<file path="config.mk">
export PLATFORM = sky130hd
export DESIGN_NAME = nw_path_decoder
export DESIGN_NICKNAME = d
export VERILOG_FILES = /design/src/rtl/nw_path_decoder.sv
export SDC_FILE = /design/constraint.sdc
export NUM_CORES = 1
export LEC_CHECK = 0
export CAP_MARGIN = 25
export CORE_UTILIZATION = 35
export CTS_CLUSTER_SIZE = 25
export DETAILED_ROUTE_END_ITERATION = 12
export PLACE_DENSITY = 0.56
export SYNTH_ARGS = -nofsm -noshare
export SYNTH_HDL_FRONTEND = slang
export SYNTH_SLANG_ARGS = --single-unit
</file>
<file path="constraint.sdc">
create_clock -name clk -period 6.2 [get_ports clk]
set_input_delay 0.62 -clock clk [delete_from_list [all_inputs] [get_ports clk]]
set_output_delay 0.62 -clock clk [all_outputs]
set_load 0.01 [all_outputs]
</file>
<file path="src/rtl/nw_path_decoder.sv">
// Buffers the Needleman-Wunsch traceback stream in a LIFO and replays it as forward alignment columns.
// Optional feature macro NW_PATH_SCORE_EN adds a signed score accumulator and the score port.
module nw_path_decoder #(
  parameter int unsigned LENGTH      = 10,
  parameter int unsigned CWIDTH      = 2,
  parameter int unsigned CORD_LENGTH = 8,
  parameter int unsigned DEPTH       = 2*LENGTH
`ifdef NW_PATH_SCORE_EN
  ,
  parameter int unsigned SWIDTH      = 16,
  parameter int          MATCH       = 1,
  parameter int          MISMATCH    = -1,
  parameter int          INDEL       = -1
`endif
) (
  input  logic                     clk,
  input  logic                     reset,
  input  logic [LENGTH*CWIDTH-1:0] s1,
  input  logic [LENGTH*CWIDTH-1:0] s2,
  input  logic                     in_valid,
  output logic                     in_ready,
  input  logic [CORD_LENGTH-1:0]   in_x,
  input  logic [CORD_LENGTH-1:0]   in_y,
  input  logic                     in_last,
  output logic                     out_valid,
  input  logic                     out_ready,
  output logic [CWIDTH-1:0]        out_c1,
  output logic [CWIDTH-1:0]        out_c2,
  output logic                     out_gap1,
  output logic                     out_gap2,
  output logic                     out_last,
  output logic                     err,
  output logic                     busy
`ifdef NW_PATH_SCORE_EN
  ,
  output logic signed [SWIDTH-1:0] score
`endif
);

  localparam int unsigned SW   = LENGTH * CWIDTH;
  localparam int unsigned EW   = 2 * CORD_LENGTH;
  localparam int unsigned CNTW = $clog2(DEPTH + 1);
  localparam int unsigned AW   = (DEPTH > 1) ? $clog2(DEPTH) : 1;

  typedef enum logic {FILL = 1'b0, DRAIN = 1'b1} state_e;

  state_e                 state_q, state_d;
  logic [EW-1:0]          mem_q [DEPTH];
  logic [CNTW-1:0]        count_q, count_d;
  logic                   first_q, first_d;
  logic                   err_q, err_d;
  logic [CORD_LENGTH-1:0] xp_q, xp_d, yp_q, yp_d;
  logic                   out_valid_q, out_valid_d;
  logic [CWIDTH-1:0]      out_c1_q, out_c1_d, out_c2_q, out_c2_d;
  logic                   out_gap1_q, out_gap1_d, out_gap2_q, out_gap2_d;
  logic                   out_last_q, out_last_d;
  logic                   push_en;
  logic [EW-1:0]          top;
  logic [CORD_LENGTH-1:0] pop_x, pop_y, dx, dy;
`ifdef NW_PATH_SCORE_EN
  logic signed [SWIDTH-1:0] score_q, score_d;
`endif

  // Character i of a packed string; out-of-range indices read as 0.
  function automatic logic [CWIDTH-1:0] get_char(input logic [SW-1:0] s,
                                                 input logic [CORD_LENGTH-1:0] idx);
    logic [SW-1:0] sh;
    sh = '0;
    if (32'(idx) < LENGTH) sh = s >> ((LENGTH - 1 - 32'(idx)) * CWIDTH);
    return sh[CWIDTH-1:0];
  endfunction

  always_ff @(posedge clk) begin
    if (!reset) state_q <= FILL;
    else        state_q <= state_d;
  end

  always_comb begin
    state_d     = state_q;
    count_d     = count_q;
    first_d     = first_q;
    err_d       = err_q;
    xp_d        = xp_q;
    yp_d        = yp_q;
    out_valid_d = out_valid_q;
    out_c1_d    = out_c1_q;
    out_c2_d    = out_c2_q;
    out_gap1_d  = out_gap1_q;
    out_gap2_d  = out_gap2_q;
    out_last_d  = out_last_q;
    push_en     = 1'b0;
    top         = mem_q[AW'(count_q - CNTW'(1))];
    pop_x       = top[EW-1:CORD_LENGTH];
    pop_y       = top[CORD_LENGTH-1:0];
    dx          = pop_x - xp_q;
    dy          = pop_y - yp_q;
`ifdef NW_PATH_SCORE_EN
    score_d     = score_q;
`endif
    case (state_q)
      FILL: begin
        out_valid_d = 1'b0;
`ifdef NW_PATH_SCORE_EN
        score_d = '0;
`endif
        if (in_valid) begin
          if (count_q == '0 &&
              (in_x != CORD_LENGTH'(LENGTH - 1) || in_y != CORD_LENGTH'(LENGTH - 1)))
            err_d = 1'b1;
          if (count_q == CNTW'(DEPTH)) begin
            err_d = 1'b1;
          end else begin
            push_en = 1'b1;
            count_d = count_q + CNTW'(1);
          end
          if (in_last) begin
            state_d = DRAIN;
            if (in_x != '0 || in_y != '0) err_d = 1'b1;
          end
        end
      end
      DRAIN: begin
        if (out_valid_q && out_ready && out_last_q) begin
          state_d     = FILL;
          first_d     = 1'b1;
          out_valid_d = 1'b0;
          out_last_d  = 1'b0;
          out_c1_d    = '0;
          out_c2_d    = '0;
          out_gap1_d  = 1'b0;
          out_gap2_d  = 1'b0;
        end else if (!out_valid_q || out_ready) begin
          if (count_q != '0) begin
            // Pop the top entry and classify the step against the previous coordinate.
            out_valid_d = 1'b1;
            count_d     = count_q - CNTW'(1);
            out_last_d  = (count_q == CNTW'(1));
            first_d     = 1'b0;
            xp_d        = pop_x;
            yp_d        = pop_y;
            out_c1_d    = '0;
            out_c2_d    = '0;
            out_gap1_d  = 1'b0;
            out_gap2_d  = 1'b0;
            if (first_q || (dx == CORD_LENGTH'(1) && dy == CORD_LENGTH'(1))) begin
              out_c1_d = get_char(s1, pop_y);
              out_c2_d = get_char(s2, pop_x);
            end else if (dx == '0 && dy == CORD_LENGTH'(1)) begin
              out_c1_d   = get_char(s1, pop_y);
              out_gap2_d = 1'b1;
            end else if (dx == CORD_LENGTH'(1) && dy == '0) begin
              out_c2_d   = get_char(s2, pop_x);
              out_gap1_d = 1'b1;
            end else begin
              err_d      = 1'b1;
              out_gap1_d = 1'b1;
              out_gap2_d = 1'b1;
            end
`ifdef NW_PATH_SCORE_EN
            if (out_gap1_d || out_gap2_d) score_d = score_q + SWIDTH'(INDEL);
            else if (out_c1_d == out_c2_d) score_d = score_q + SWIDTH'(MATCH);
            else                           score_d = score_q + SWIDTH'(MISMATCH);
`endif
          end else begin
            out_valid_d = 1'b0;
            if (!out_valid_q) begin
              state_d = FILL;
              first_d = 1'b1;
            end
          end
        end
      end
      default: state_d = FILL;
    endcase
  end

  always_ff @(posedge clk) begin
    if (!reset) begin
      count_q     <= '0;
      first_q     <= 1'b1;
      err_q       <= 1'b0;
      xp_q        <= '0;
      yp_q        <= '0;
      out_valid_q <= 1'b0;
      out_c1_q    <= '0;
      out_c2_q    <= '0;
      out_gap1_q  <= 1'b0;
      out_gap2_q  <= 1'b0;
      out_last_q  <= 1'b0;
`ifdef NW_PATH_SCORE_EN
      score_q     <= '0;
`endif
    end else begin
      count_q     <= count_d;
      first_q     <= first_d;
      err_q       <= err_d;
      xp_q        <= xp_d;
      yp_q        <= yp_d;
      out_valid_q <= out_valid_d;
      out_c1_q    <= out_c1_d;
      out_c2_q    <= out_c2_d;
      out_gap1_q  <= out_gap1_d;
      out_gap2_q  <= out_gap2_d;
      out_last_q  <= out_last_d;
`ifdef NW_PATH_SCORE_EN
      score_q     <= score_d;
`endif
    end
  end

  // LIFO storage needs no reset; the count alone defines valid entries.
  always_ff @(posedge clk) begin
    if (push_en) mem_q[AW'(count_q)] <= {in_x, in_y};
  end

  assign in_ready  = (state_q == FILL);
  assign busy      = (state_q == DRAIN);
  assign out_valid = out_valid_q;
  assign out_c1    = out_c1_q;
  assign out_c2    = out_c2_q;
  assign out_gap1  = out_gap1_q;
  assign out_gap2  = out_gap2_q;
  assign out_last  = out_last_q;
  assign err       = err_q;
`ifdef NW_PATH_SCORE_EN
  assign score     = score_q;
`endif

endmodule

</file>
==> results.py <==
metrics = {
    "outcome": {
        "run_status": "complete, no violations",
    },
    "route": {
        "drt_pass1_iterations": 6,
        "post_drt_wl_per_cell_um": 24.2,
        "vias": 8456,
        "routed_wl_um": 38600,
        "drcViolationCount": 0,
        "ant_nets": 0,
        "viasPerCell": 5.30,
        "drt_iter0_markers": 680,
    },
    "worst_setup_path": {
        "crit_fanout": 62,
        "path_cells": "buf_12, buf_4, mux4_2, o21ai_0, a21oi_1, a211oi_2, clkinv_1, fa_1, xor2_1, or4_1, a21oi_1, nand4_1, or3_1, a2111oi_4, o21ai_1, o31ai_1",
        "cpMaxStageDelayCell": "dfxtp_4",
        "path_class": "reg2reg",
        "end_kind": "flop",
        "worstRegToRegCells": 16,
        "cpPeakStageDelay_ps": 550,
        "required_ps": 6640,
        "critPathLaunchType": "flop",
        "cpMostUsedCell": "a21oi_1",
        "cp.arrival_ps": 5910,
    },
    "finish": {
        "area_delta_synth_final_pct": 18.1,
        "drive_above_1_share_pct": 21.2,
        "final_cell_mix": "edfxtp_1 (320), mux4_2 (81), clkdlybuf4s50_1 (71)",
        "final_area_um2": 18000,
        "postLayoutCoreUtil_pct": 41.9,
        "diodes": 0,
        "nets": 1066,
        "final_common_cell": "edfxtp_1",
    },
    "floorplan": {
        "core_um2": 43000,
        "start_util_pct": 35.5,
        "die_h_um": 211,
        "die-area_um2": 44400,
        "ios": 72,
        "num_rows": 76,
        "die_w_um": 211,
    },
    "logic_synthesis": {
        "syn-cell-area_um2": 15200,
        "synthMuxAreaShare_pct": 15.8,
        "synth.area.top_cells": "edfxtp_1 (63%), mux4_2 (12%), dfxtp_1 (4.2%), mux2i_1 (2.6%), ha_1 (1.6%)",
        "synth_xor_area_share_pct": 0.797,
        "synth_edf_count": 320,
        "synth_simple_gate_area_share_pct": 5.32,
        "synth_fa_ha_area_share_pct": 1.91,
        "netlist.area_leader.share_pct": 63.1,
        "seq_area_frac_synth_pct": 67.3,
        "synthArstFlopShare_pct": 0,
        "synth_top_family_by_area": "multiplexers",
        "yosysWarnings": 0,
        "yosysUniqueCellTypes": 71,
        "ys.flop_type": "edfxtp_1",
        "synth_area_per_cell_um2": 17.3,
        "synth_compound_area_share_pct": 6.42,
        "ys_seq_elements": 352,
        "synth_nets": 962,
        "yosysTopAreaCell": "edfxtp_1",
        "synth_cells": 879,
    },
    "power": {
        "p_leak_nw": 5.82,
        "irDropWorstVdd_mv": 0.158,
        "total_power_mw": 6.97,
        "p_per_area_nw_per_um2": 387,
    },
    "clock_tree": {
        "ctsHoldBuffers": 0,
        "cts_root_buf": "clkbuf_16",
        "clk_pin_slew_ps": 60,
        "worstSkewPairLatency_ps": 530,
        "htree_levels": 2,
        "cts_tree": "done",
        "numCtsBuffers": 38,
        "cts_resized": 0,
        "clockBufferDepth": 3,
        "cts_sinks": 352,
        "post_cts_buffers": 0,
    },
    "sta": {
        "rsz0062_at_grt": "false",
        "hold_violations": 0,
        "clock.fmax_ghz": 0.183,
        "setup_ws_ps": 726,
        "fin_crit_sh_pct": 88.3,
        "setup_viol": 0,
        "tns_ps": 0,
        "fin_crit_ps": 5470,
        "worstMarginPinSlew_ps": 967,
        "slew_headroom_pct": 35.3,
        "slew_viol_final": 0,
        "finClkSkew_ps": 11.1,
    },
    "placed_design": {
        "postPlaceCellArea_um2": 16800,
        "dp_worst_setup_slack_ps": 671,
        "portBuffers": 71,
        "gp_congestion": 0.842,
        "hpwl_um": 23800,
    },
    "run": {
        "cap_violations": 0,
    },
    "global_routing": {
        "grt_max_degree": 63,
        "grt_pass1_wl_um": 56800,
        "antenna_found_initial": 0,
        "first_global_vias": 8643,
        "track_usage_pct": 17.7,
        "overflow": 0,
    },
    "worst_hold_path": {
        "hold_depth": 2,
        "min_path_type": "reg2reg",
    },
}
through the flow:
step           hold slack (ps)  instances
2_1_floorplan              472        879
3_3_place_gp               439       1527
3_5_place_dp               446       1528
4_1_cts                    460       1595
5_1_grt                    496       1595
6_report                   455       1595
registers in the layout (all words and copies together), names as in the netlist:
| signal | flops |
|---|---|
| out_valid | 1 |
| out_c1 | 2 |
| out_gap1 | 1 |
| yp_q | 8 |
| count_q | 5 |
| out_gap2 | 1 |
| busy | 1 |
| out_c2 | 2 |
| err | 1 |
| first_q | 1 |
| out_last | 1 |
| xp_q | 8 |
| mem_q | 320 |
kinds of logic (layout without fill, tap and decap cells):
family	count (synthesis)	count (layout)
and+or+nand+nor	159	159
muxes	131	131
DFF	352	352
xor gates and xnor gates	13	13
adders and majority gates	22	22
AOI/OAI and AO/OA	130	130
buffers and inverters	72	203
routing by layer:
layer	up-vias	part of all wire [%]	track usage, %
met2	317	47	28.3
met3	66	6.6	3.57
met4	0	3.0	5.70
met5	-	0	0
met1	4322	44	24.1
li1	3751	-	-
worst max-delay path: cells and delay by family (launching register included):
family | cells | cell delay [ps]
AO/OA/AOI/OAI | 7 | 1360
buffers and inverters | 3 | 1160
AND/OR/NAND/NOR | 3 | 1060
flip-flops | 1 | 550
multiplexers | 1 | 550
adder cells (fa/ha/maj) | 1 | 530
XOR/XNOR | 1 | 150
power breakdown:
part / internal (mW) / switching (mW) / leakage, nW / total (mW)
registers: 2.65 / 0.0349 / 3.15 / 2.68
clock network: 1.24 / 0.899 / 0.573 / 2.14
logic: 0.896 / 1.24 / 2.10 / 2.14
total: 4.79 / 2.18 / 5.82 / 6.97
area by class of cell:
cell class | count | area, um2
sequential | 352 | 10300
clock buffer | 48 | 1050
tap | 585 | 732
multi-input combinational | 455 | 4720
clock inverter | 19 | 123
timing repair buffer | 105 | 998
inverter | 31 | 116
fill | 3878 | 25000
cells in the mapped netlist (3+ instances only):
cell type,n
edfxtp_1,320
mux4_2,81
nand2_1,45
mux2i_1,39
nor2_1,33
dfxtp_1,32
inv_1,29
nand3_1,21
ha_1,20
o21ai_0,20
a21oi_1,18
clkbuf_1,13
nor2b_1,11
a31oi_1,10
buf_2,9
o211a_1,9
o211ai_1,9
a21o_1,8
buf_6,8
nor3_1,8
or3_1,8
xor2_1,8
o31ai_1,7
buf_4,6
mux2_2,6
o21a_1,6
a211o_1,5
a22oi_1,5
nand2b_1,5
nor4_1,5
buf_1,4
o21ai_1,4
xnor2_1,4
a21boi_0,3
and2_1,3
mux4_1,3
o221ai_1,3
or2_2,3
or4_1,3
worst paths after layout:
kind | slack (ps) | endpoint | from
max | 730 | out_c2[1] | count_q[0]
min | 460 | out_c2[1] | out_c2[1]
max reg2reg | 730 | out_c2[1] | count_q[0]
min reg2reg | 460 | out_c2[1] | out_c2[1]
Note: power is estimated with default switching activity, not from simulation.
